--- config.mk ---
export PLATFORM = sky130hd
export DESIGN_NAME = pwm_audio_stereo_in_flat
export DESIGN_NICKNAME = d
export VERILOG_FILES = /design/src/rtl/pwm_audio_pkg.sv /design/src/rtl/pwm_audio_stereo_in_if.sv /design/src/rtl/pwm_duty_capture.sv /design/src/rtl/pwm_audio_stereo_in.sv /design/src/flat_wrapper.sv
export SDC_FILE = /design/constraint.sdc
export NUM_CORES = 1
export LEC_CHECK = 0
export BUFFER_PORTS_ARGS = -buffer_cell sky130_fd_sc_hd__buf_2
export CAP_MARGIN = 5
export CORE_ASPECT_RATIO = 1.25
export CORE_MARGIN = 3
export CORE_UTILIZATION = 61
export CTS_BUF_LIST = sky130_fd_sc_hd__clkbuf_16
export DETAILED_ROUTE_END_ITERATION = 8
export PLACE_DENSITY = 0.8
export SLEW_MARGIN = 25
export SYNTH_ARGS = -nofsm -noshare
export SYNTH_HDL_FRONTEND = slang
export SYNTH_SLANG_ARGS = --single-unit
--- constraint.sdc ---
create_clock -name clk -period 2.3 [get_ports clk]
set_input_delay 0.23 -clock clk [delete_from_list [all_inputs] [get_ports clk]]
set_output_delay 0.23 -clock clk [all_outputs]
set_load 0.02 [all_outputs]
--- src/rtl/pwm_audio_pkg.sv ---
// Constants and parameter checks shared by the stereo PWM audio output and capture blocks.
package pwm_audio_pkg;

  localparam int AUDIO_WIDTH  = 8;
  localparam int AUDIO_PERIOD = 255;

  // A full-duty frame counts PERIOD high cycles, so PERIOD must fit in WIDTH bits.
  function automatic bit period_fits(input int period, input int width);
    return (period >= 2) && (period <= (1 << width) - 1);
  endfunction

endpackage

--- src/rtl/pwm_audio_stereo_in_if.sv ---
// Captured stereo sample stream: one left/right pair per valid, accepted when ready is high.
interface pwm_audio_stereo_in_if
  import pwm_audio_pkg::*;
#(
  parameter int WIDTH = AUDIO_WIDTH
);

  logic [WIDTH-1:0] left_sample;
  logic [WIDTH-1:0] right_sample;
  logic             sample_valid;
  logic             sample_ready;

  modport master (
    output left_sample,
    output right_sample,
    output sample_valid,
    input  sample_ready
  );

  modport slave (
    input  left_sample,
    input  right_sample,
    input  sample_valid,
    output sample_ready
  );

endinterface

--- src/rtl/pwm_duty_capture.sv ---
// One PWM channel: input synchronizer plus high-cycle accumulator over a frame.
// count is combinational and includes the current synchronized bit, valid when frame_end is high.
module pwm_duty_capture
  import pwm_audio_pkg::*;
#(
  parameter int WIDTH       = AUDIO_WIDTH,
  parameter int SYNC_STAGES = 2
) (
  input  logic             clk,
  input  logic             aclr_n,
  input  logic             enable,
  input  logic             pwm,
  input  logic             frame_end,
  output logic [WIDTH-1:0] count
);

  logic [SYNC_STAGES-1:0] sync;
  logic                   pwm_s;
  logic [WIDTH-1:0]       acc;

  always_ff @(posedge clk or negedge aclr_n) begin
    if (!aclr_n) begin
      sync <= '0;
    end else begin
      sync <= {sync[SYNC_STAGES-2:0], pwm};
    end
  end

  assign pwm_s = sync[SYNC_STAGES-1];

  always_ff @(posedge clk or negedge aclr_n) begin
    if (!aclr_n) begin
      acc <= '0;
    end else if (!enable || frame_end) begin
      acc <= '0;
    end else begin
      acc <= acc + WIDTH'(pwm_s);
    end
  end

  // Last cycle of the frame is counted here rather than in acc, so acc restarts cleanly.
  assign count = acc + WIDTH'(pwm_s);

endmodule

--- src/rtl/pwm_audio_stereo_in.sv ---
// Stereo PWM capture: counts high cycles per PERIOD-clock frame, one sample pair per frame.
// Pair visible one clock after frame end; a frame completing while the pair is unaccepted is dropped and flags overrun.
module pwm_audio_stereo_in
  import pwm_audio_pkg::*;
#(
  parameter int WIDTH       = AUDIO_WIDTH,
  parameter int PERIOD      = AUDIO_PERIOD,
  parameter int SYNC_STAGES = 2
) (
  input  logic                          clk,
  input  logic                          aclr_n,
  input  logic                          enable,
  input  logic                          left,
  input  logic                          right,
  output logic                          overrun,
  input  logic                          clear_overrun,
  pwm_audio_stereo_in_if.master         smp
);

  localparam logic [WIDTH-1:0] LAST_CNT = WIDTH'(PERIOD - 1);

  if (!period_fits(PERIOD, WIDTH)) begin : g_bad_period
    $error("pwm_audio_stereo_in: PERIOD must be in 2..2**WIDTH-1");
  end
  if (SYNC_STAGES < 2) begin : g_bad_sync
    $error("pwm_audio_stereo_in: SYNC_STAGES must be at least 2");
  end

  logic [WIDTH-1:0] frame_cnt;
  logic             frame_end;
  logic             drop;
  logic [WIDTH-1:0] left_count;
  logic [WIDTH-1:0] right_count;
  logic [WIDTH-1:0] left_q;
  logic [WIDTH-1:0] right_q;
  logic             valid_q;

  assign frame_end = enable && (frame_cnt == LAST_CNT);
  assign drop      = frame_end && valid_q && !smp.sample_ready;

  always_ff @(posedge clk or negedge aclr_n) begin
    if (!aclr_n) begin
      frame_cnt <= '0;
    end else if (!enable || frame_end) begin
      frame_cnt <= '0;
    end else begin
      frame_cnt <= frame_cnt + 1'b1;
    end
  end

  pwm_duty_capture #(
    .WIDTH       (WIDTH),
    .SYNC_STAGES (SYNC_STAGES)
  ) u_left (
    .clk       (clk),
    .aclr_n    (aclr_n),
    .enable    (enable),
    .pwm       (left),
    .frame_end (frame_end),
    .count     (left_count)
  );

  pwm_duty_capture #(
    .WIDTH       (WIDTH),
    .SYNC_STAGES (SYNC_STAGES)
  ) u_right (
    .clk       (clk),
    .aclr_n    (aclr_n),
    .enable    (enable),
    .pwm       (right),
    .frame_end (frame_end),
    .count     (right_count)
  );

  always_ff @(posedge clk or negedge aclr_n) begin
    if (!aclr_n) begin
      left_q  <= '0;
      right_q <= '0;
      valid_q <= 1'b0;
    end else if (frame_end) begin
      if (!valid_q || smp.sample_ready) begin
        left_q  <= left_count;
        right_q <= right_count;
        valid_q <= 1'b1;
      end
    end else if (smp.sample_ready) begin
      valid_q <= 1'b0;
    end
  end

  // A drop in the same cycle as a clear leaves the flag set.
  always_ff @(posedge clk or negedge aclr_n) begin
    if (!aclr_n) begin
      overrun <= 1'b0;
    end else if (drop) begin
      overrun <= 1'b1;
    end else if (clear_overrun) begin
      overrun <= 1'b0;
    end
  end

  assign smp.left_sample  = left_q;
  assign smp.right_sample = right_q;
  assign smp.sample_valid = valid_q;

endmodule

--- src/flat_wrapper.sv ---
// flat-port wrapper written by rule: the top's interface ports become plain ports
module pwm_audio_stereo_in_flat import pwm_audio_pkg::*;
#(
  parameter int WIDTH       = AUDIO_WIDTH,
  parameter int PERIOD      = AUDIO_PERIOD,
  parameter int SYNC_STAGES = 2
)
  (clk, aclr_n, enable, left, right, overrun, clear_overrun, smp_left_sample, smp_right_sample, smp_sample_valid, smp_sample_ready);
  pwm_audio_stereo_in_if #(.WIDTH(WIDTH)) smp_i ();
  input  logic clk;
  input  logic aclr_n;
  input  logic enable;
  input  logic left;
  input  logic right;
  output logic overrun;
  input  logic clear_overrun;
  output wire logic [$bits(smp_i.left_sample)-1:0] smp_left_sample;
  output wire logic [$bits(smp_i.right_sample)-1:0] smp_right_sample;
  output wire logic [$bits(smp_i.sample_valid)-1:0] smp_sample_valid;
  input wire logic [$bits(smp_i.sample_ready)-1:0] smp_sample_ready;
  assign smp_left_sample = smp_i.left_sample;
  assign smp_right_sample = smp_i.right_sample;
  assign smp_sample_valid = smp_i.sample_valid;
  assign smp_i.sample_ready = smp_sample_ready;
  pwm_audio_stereo_in #(.WIDTH(WIDTH), .PERIOD(PERIOD), .SYNC_STAGES(SYNC_STAGES)) u_core (.clk(clk), .aclr_n(aclr_n), .enable(enable), .left(left), .right(right), .overrun(overrun), .clear_overrun(clear_overrun), .smp(smp_i));
endmodule
== Word-level counts from Yosys, hierarchy flattened ==
Cells that the tools add are included.
Cells by class
  add/subtract/negate cells: 3
  equal/unequal tests: 2
  multiplexer cells: 8
  reductions and logical operators: 12
Operator list (count)
  $mux W8: 3
  $add A8 B1 Y8: 2
  $add A8 B1 Y8 const B: 1
  $eq A8 B8 Y1 const B: 1
  $mux W1: 5
  $reduce_and A2 Y1: 2
  $reduce_bool A2 Y1: 2
  $logic_and A1 B1 Y1: 3
  $logic_not A1 Y1: 3
  $logic_or A1 B1 Y1: 2
  $ne A2 B2 Y1 const B: 1
Word-level totals
  bits in registers: 46
  input bits: 7
  output and inout port bits: 18
  logic and storage cells: 34

== Logic depth before layout (Yosys ltp) ==
Gate-level depths: netlist of run 1.
  depth after elaboration: 5
  mapped depth: 7
  gate-level depth less buffers: 5

== Modules after synthesis ==
From an unflattened synthesis of run 1, not the netlist that was laid out.
Unflattened totals
  cells, all modules: 163
  area total of the unflattened synthesis: 1996.9 um^2
Modules (own cells, without submodules)
  pwm_audio_stereo_in: instances 1, cells each 81, area each 1101.1 um^2, sequential area each 650.6 um^2
  pwm_duty_capture: instances 2, cells each 41, area each 447.9 um^2, sequential area each 250.2 um^2

== Worst setup path after synthesis of run 1 ==
No wires, ideal clock.
  path kind: register -> register
  from: register u_core.frame_cnt[0]
  to: register u_core.left_q[0] (netlist: u_core.smp.left_sample[0])
  library setup time: 0.125 ns
  arrival time: 1.347 ns
  data required time: 2.175 ns
  setup slack: 0.828 ns
  stages on the path, launching flop included: 7
  path buffers: 1
  period minus slack after synthesis: 1.472 ns
  cell sequence: dfrtp_1 -> inv_1 -> ha_1 -> and4_1 -> buf_2 -> nand3_4 -> mux2_4
Between the ends
  longest elaborated chain between the ends: 3
Ends and longest elaborated chain
  start: declaration: line pwm_audio_stereo_in.sv:29  | logic [WIDTH-1:0] frame_cnt;
  start signal: assignment: line pwm_audio_stereo_in.sv:47  | frame_cnt <= frame_cnt + 1'b1;
  $eq A8 B8 Y1: line pwm_audio_stereo_in.sv:38  | assign frame_end = enable && (frame_cnt == LAST_CNT);
  $logic_and A1 B1 Y1: line pwm_audio_stereo_in.sv:38
  $reduce_and A2 Y1 (no source line)
  end signal: assignment: line pwm_audio_stereo_in.sv:82  | left_q <= left_count;
  end: declaration: line pwm_audio_stereo_in.sv:34  | logic [WIDTH-1:0] left_q;
No other way between the ends.
A chain may end at the register's enable or synchronous reset.

== Worst setup path after layout of run 1 ==
  from: register u_core.frame_cnt[3]
  to: register u_core.left_q[0] (netlist: u_core.smp.left_sample[0])
Same word-level chain as after synthesis.

==> summary.md, run 1 <==
| Metric | Value |
|---|---|
| Seq pwr share | 0.528 |
| Final hold viol count | 0 |
| CP arrival | 1.85 ns |
| Max cap viols | 0 |
| Met2 WL | between 1500 and 2000 um |
| Initial antenna violation count | 0 |
| Vias in the first global route | ~1,500 |
| Layout fillers | between 200 and 250 |
| Area grow syn2layout | 13.5% |
| Max-slew headroom | 0.574 |
| Layout Nets | ~210 |
| Logic pwr share | 0.041 |
| GP Congestion | roughly 0.83 |
| Total GRT Usage | 0.215 |
| Top Ports | 25 |
| Min Hold Slack | approximately 0.054 ns |
| Routed wire length | roughly 3800 um |
| Data required time at the worst endpoint | roughly 2.5 ns |
| Pin count of the biggest net entering global routing | 47 |
| Post-synth cell types | 24 |
| Final setup violation count | 0 |
| Clock root buffer | clkbuf_16 |
| Worst Max-Slew Pin Slew | between 0.6 and 0.7 ns |
| Min Tclk post-route | around 1.7 ns |
| Post-cts sizing count | 0 |
| Switch Pwr | 340 uW |
| Detailed-route via count | 1,443 |
| H-tree depth reported by CTS | 2 |
| Post-Syn Area | 1980 um2 |
| Commonest non-fill, non-tap cell in the layout | dfrtp_1 |
| Yosys warnings | 0 |
| Final worst setup slack | approximately 0.6 ns |
| Setup Skew | ~0.008 ns |
| Worst-Skew Late Latency | 0.29 ns |
| Worst-path maximum fanout | 15 |
| Critical path endpoint category | flip-flop |
| Status | complete, no violations |
| Fin. max-slew vios | 0 |
| Clock transition at path regs | around 0.060 ns |
| Vias per cell | slightly above 6 |
| CTS tree | yes |
| Final Cycle Share | 0.733 |
| Residual DRC | 0 |
| Drt first pass iters | 4 |
| Layout cells sized above 1 | 0.198 |
| Syn Area/Cell | 11.2 um2 |
| Finished Core Util | 0.741 |
| Clock Path Buffers | 2 |
| P_int | 1.24 mW |
| Max Fclk | 593 MHz |
| Die Wd | about 57 um |
| DP HPWL | 2630 um |
| Pwr dens | around 710 nW/um2 |
| Reg area | about 1200 um2 |
| Multi-input gate area | roughly 730 um2 |
| Met1 Wirelength | 1580 um |
| Remaining global-route overflow | 0 |
| Crit start category | flip-flop |
| DR iter-0 viols | between 70 and 80 |
| CTS Sinks | 46 |
| Most frequent cells in the layout | dfrtp_1 (46), buf_2 (23), a31oi_1 (18) |
| Die height | 69.7 um |
| Top Metal Used | met4 |
| Sw Ratio | 0.215 |
| Hold WC Path Type | primary input to flip-flop |
| Clock share of power | 0.431 |
| Met3 WL | 194 um |
| Die area | around 4000 um2 |
| Sequential area share after synthesis | 0.582 |
| Leakage power | 1.08 nW |
| Peak supply drop | 0.807 mV |
| Final TNS setup | 0 ns |
| First-pass GRT wire length | about 6700 um |
| Total core area | approximately 3000 um2 |
| CTS Buf Count | 5 |
| Post-Syn Instances | 176 |
| Unrepaired setup endpoints after global routing | no |
| Antenna Violating Nets Remaining | 0 |
| CP Class | flip-flop to flip-flop |
| Dpl ws | between 0.6 and 0.7 ns |
| Syn nets | about 190 |
| Yosys reg bits | 46 |
| # port buffers | 24 |
| Row count | 22 |
| Wirelength per Cell | 15.9 um |
| Initial core utilization | 0.653 |
| Antenna Cells | 0 |
==> registers in the layout (all words and copies together) (netlist names) <==
signal                   flops
u_core.u_right.acc           8
u_core.u_left.acc            8
u_core.smp.sample_valid      1
u_core.u_right.sync          2
u_core.smp.left_sample       8
u_core.smp.right_sample      8
u_core.frame_cnt             8
u_core.u_left.sync           2
u_core.overrun               1
==> synth_stat cells <==
cell,count,area share
nand3_1,12,0.030
nor2_1,15,0.028
nand4_1,3,0.0095
o21ai_2,1,0.0044
buf_4,3,0.011
xor2_1,6,0.027
dfrtp_1,46,0.58
or3_1,9,0.028
a31oi_1,18,0.057
o21ai_0,9,0.023
nand3_4,1,0.0089
nand2_1,6,0.011
xnor2_1,3,0.013
and4_1,2,0.0089
and3_4,1,0.0057
inv_1,8,0.015
mux2_4,4,0.030
buf_2,3,0.0076
buf_6,2,0.011
a21oi_1,15,0.038
clkbuf_4,1,0.0038
o22ai_1,1,0.0032
ha_1,6,0.038
nand2b_1,1,0.0032
==> area by class of cell <==
type | instances | area share
clock buffers | 5 | 0.0558
clock inverters | 3 | 0.00725
inverters | 8 | 0.0134
multi-input cells | 113 | 0.325
flip-flops and latches | 46 | 0.513
well taps | 36 | 0.0201
repair buffers | 27 | 0.0658
==> worst paths after layout <==
check | from | end | slack, ns | depth (start not counted)
max in group asynchronous | aclr_n | u_core.u_right.acc[7] | 1.44 | 2
hold reg to reg | u_core.u_right.sync[0] | u_core.u_right.sync[1] | 0.35 | 0
min in group asynchronous | aclr_n | u_core.u_left.acc[5] | 0.47 | 2
setup / recovery | u_core.frame_cnt[3] | u_core.smp.left_sample[0] | 0.61 | 3
hold / removal | right | u_core.u_right.sync[0] | 0.05 | 1
setup reg to reg | u_core.frame_cnt[3] | u_core.smp.left_sample[0] | 0.61 | 3
==> stage by stage <==
| stage | power, mW | area [um2] | std cells |
|---|---|---|---|
| floorplan | 0.882 | 1980 | 176 |
| global placement | 0.910 | 2090 | 229 |
| detailed placement | 0.915 | 2090 | 229 |
| CTS | 1.59 | 2230 | 237 |
| global route | 1.64 | 2240 | 238 |
| finish | 1.58 | 2240 | 238 |
==> critical path, stage by stage (launching register included) <==
cell	delay (ns)
dfrtp_1	0.44
and4_1	0.58
nand3_4	0.20
mux2_4	0.34
==> power groups by stage <==
stage | Sequential, mW | Combinational, mW | Clock (mW)
floorplan | 0.848 | 0.0344 | 0
global placement | 0.849 | 0.0611 | 0
detailed placement | 0.851 | 0.0642 | 0
CTS | 0.836 | 0.0645 | 0.693
global route | 0.837 | 0.0777 | 0.727
finish | 0.836 | 0.0646 | 0.683
==> metal layers <==
layer,vias to the layer above,track usage
li1,673,-
met1,718,0.263
met2,44,0.356
met3,8,0.0615
met4,0,0.0825
met5,-,0
==> logic make-up (layout without fill, tap and decap cells) <==
logic type / after synthesis / count (layout) / share of synthesized area
DFF: 46 / 46 / 0.582
and+or+nand+nor: 50 / 50 / 0.135
buffers and inverters: 17 / 43 / 0.0494
adders and majority gates: 6 / 6 / 0.0380
muxes: 4 / 4 / 0.0304
xor gates and xnor gates: 9 / 9 / 0.0399
AOI/OAI and AO/OA: 44 / 44 / 0.125
==> repair_timing <==
action                    in CTS  in global routing
hold buffers                   0                  1
hold endpoints to repair       0                 46
setup buffers                  0                  0
(Power assumes the default switching activity.)
==> run 2, diff against run 1 <==
Settings changed: CORE_UTILIZATION 61 to 51, PLACE_DENSITY 0.8 to 0.71.
Clock period 2.3 ns to 1.5 ns, I/O delays scaled along.
==> summary.md, run 2 (synthesis results as in run 1) <==
| Metric | Value |
|---|---|
| Status | complete, no violations |
| Clock Path Buffers | 2 (unchanged) |
| Wirelength per Cell | 15.4 um (-2.6%) |
| GP Congestion | 0.765 (-8.0%) |
| Worst-Skew Late Latency | 0.29 ns (about the same) |
| First-pass GRT wire length | 6210 um (-7.4%) |
| Fin. max-slew vios | 0 (unchanged) |
| R2R Setup Slk | 0.05 ns (-0.56 ns) |
| Placed Area | 2160 um2 (+3.3%) |
| Crit start category | flip-flop |
| Initial core utilization | 0.549 (-0.104) |
| CP Class | flip-flop to flip-flop |
| Vias per cell | 5.91 (-2.5%) |
| Post-Place Cells | 239 (+4.4%) |
| Data required time at the worst endpoint | 1.66 ns (-0.81 ns) |
| Most frequent cells in the layout | dfrtp_1 (46), buf_2 (24), a31oi_1 (18) |
| Crit-path cells | inv_1 -> ha_1 -> and4_4 -> nand3_4 -> mux2_4 |
| CP arrival | 1.61 ns (-0.24 ns) |
| Max Fclk | 690 MHz (+16%) |
| Dpl ws | 0.0159 ns (-0.620 ns) |
| Largest stage delay on the critical path | 0.38 ns (-0.20 ns) |
| Worst-path maximum fanout | 4 (-11) |
| Post-route design area | 2380 um2 (+6.2%) |
| Initial antenna violation count | 0 (unchanged) |
| Total core area | 3600 um2 (+19%) |
| H-tree depth reported by CTS | 2 (unchanged) |
| Commonest non-fill, non-tap cell in the layout | dfrtp_1 |
| Routed wire length | 3860 um (+2.3%) |
| CTS Buf Count | 5 (unchanged) |
| Setup Skew | 0.00815 ns (+0.000297 ns) |
| Min Hold Slack | 0.0524 ns (-0.00183 ns) |
| Final worst setup slack | 0.0512 ns (-0.563 ns) |
| Critical path endpoint category | flip-flop |
| Detailed-route via count | 1,478 (+2.4%) |
| Finished Core Util | 0.661 (-0.0795) |
| Min Tclk post-route | 1.45 ns (-0.237 ns) |
| Peak supply drop | 0.966 mV (+20%) |
| Total GRT Usage | 0.182 (-0.0334) |
| Die height | 75.6 um (+8.6%) |
| Clock transition at path regs | 0.06 ns (about the same) |
| Layout Nets | 223 (+4.2%) |
| Final std cells w/o fill | 250 (+5.0%) |
| CTS Sinks | 46 (unchanged) |
| Final setup violation count | 0 (unchanged) |
| Final TNS setup | 0 ns (unchanged) |
| Final hold viol count | 0 (unchanged) |
| Vias in the first global route | 1,448 (-0.96%) |
| DP HPWL | 2830 um (+7.8%) |
| Max stage delay cell, worst path | dfrtp_1 |
| Antenna Violating Nets Remaining | 0 (unchanged) |
| Hold WC Path Type | primary input to flip-flop |
| Clock root buffer | clkbuf_16 |
| Pin count of the biggest net entering global routing | 28 (-40%) |
| Worst Max-Slew Pin Slew | 0.466 ns (-0.173 ns) |
| DR iter-0 viols | 111 (+50%) |
| # port buffers | 24 (unchanged) |
| Drt first pass iters | 4 (unchanged) |
| Max-slew headroom | 0.689 (+0.115) |
| Final Cycle Share | 0.966 (+0.233) |
| CTS tree | yes |
| Max cap viols | 0 (unchanged) |
| Top Ports | 25 (unchanged) |
| Die Wd | 61.7 um (+8.4%) |
| Die area | 4660 um2 (+18%) |
| Layout cells sized above 1 | 0.227 (+0.0295) |
| Power, Total | 2.79 mW (+76%) |
| Residual DRC | 0 (unchanged) |
| Row count | 24 (+9.1%) |
| Antenna Cells | 0 (unchanged) |
| Remaining global-route overflow | 0 (unchanged) |
| Pwr dens | 1170 nW/um2 (+66%) |
| Area grow syn2layout | 20.6% |
| Leakage power | 1.15 nW (+6.7%) |
==> run 2: cell types whose count changed in the layout (fill, tap and decap cells not counted), sizes merged <==
cell         delta
buf             +7
clkinvlp        -1
bufinv          +2
dlygate4sd3     +2
clkinv          -1
==> run 2: worst paths after layout <==
| kind | from | end | cells after the start |
|---|---|---|---|
| min reg2reg | u_core.u_right.sync[0] | u_core.u_right.sync[1] | 0 |
| max in group asynchronous | aclr_n | u_core.frame_cnt[6] | 3 |
| max | u_core.frame_cnt[0] | u_core.smp.right_sample[0] | 5 |
| max reg2reg | u_core.frame_cnt[0] | u_core.smp.right_sample[0] | 5 |
| min | clear_overrun | u_core.overrun | 2 |
| min in group asynchronous | aclr_n | u_core.u_right.acc[7] | 2 |
==> run 2: layout make-up <==
class                           instances  area, um2
Timing Repair Buffer                   36        234
Tap cell                               39       48.8
Inverter                                8       30.0
Clock buffer                            5        125
Fill cell                             295       1220
Clock inverter                          3       63.8
Sequential cell                        46       1150
Multi-Input combinational cell        113        731
==> run 2: critical path: cells and delay by family (launching register included) <==
kind                     cells  cell delay [ns]
adder cells (fa/ha/maj)      1             0.18
flip-flops                   1             0.38
AND/OR/NAND/NOR              2             0.39
buffers and inverters        1             0.06
multiplexers                 1             0.32
==> run 2: per-layer routing <==
layer  part of all wire  track usage  vias to the layer above
met2               0.54        0.322                       43
met4             0.0093       0.0849                        0
met3              0.051       0.0322                        4
met5                  0            0                        -
li1                   -            -                      691
met1               0.40        0.208                      740
==> run 2: repair_timing <==
item | CTS | global route
resized for setup | 0 | 3
setup endpoints to repair | 0 | 17
hold buffers | 3 | 0
setup buffers | 0 | 0
hold endpoints to repair | 21 | 0
==> run 2: where the power goes <==
part | internal, mW | total [mW] | switching (mW)
registers | 1.26 | 1.28 | 0.0130
logic | 0.0503 | 0.122 | 0.0718
clock network | 0.948 | 1.39 | 0.445
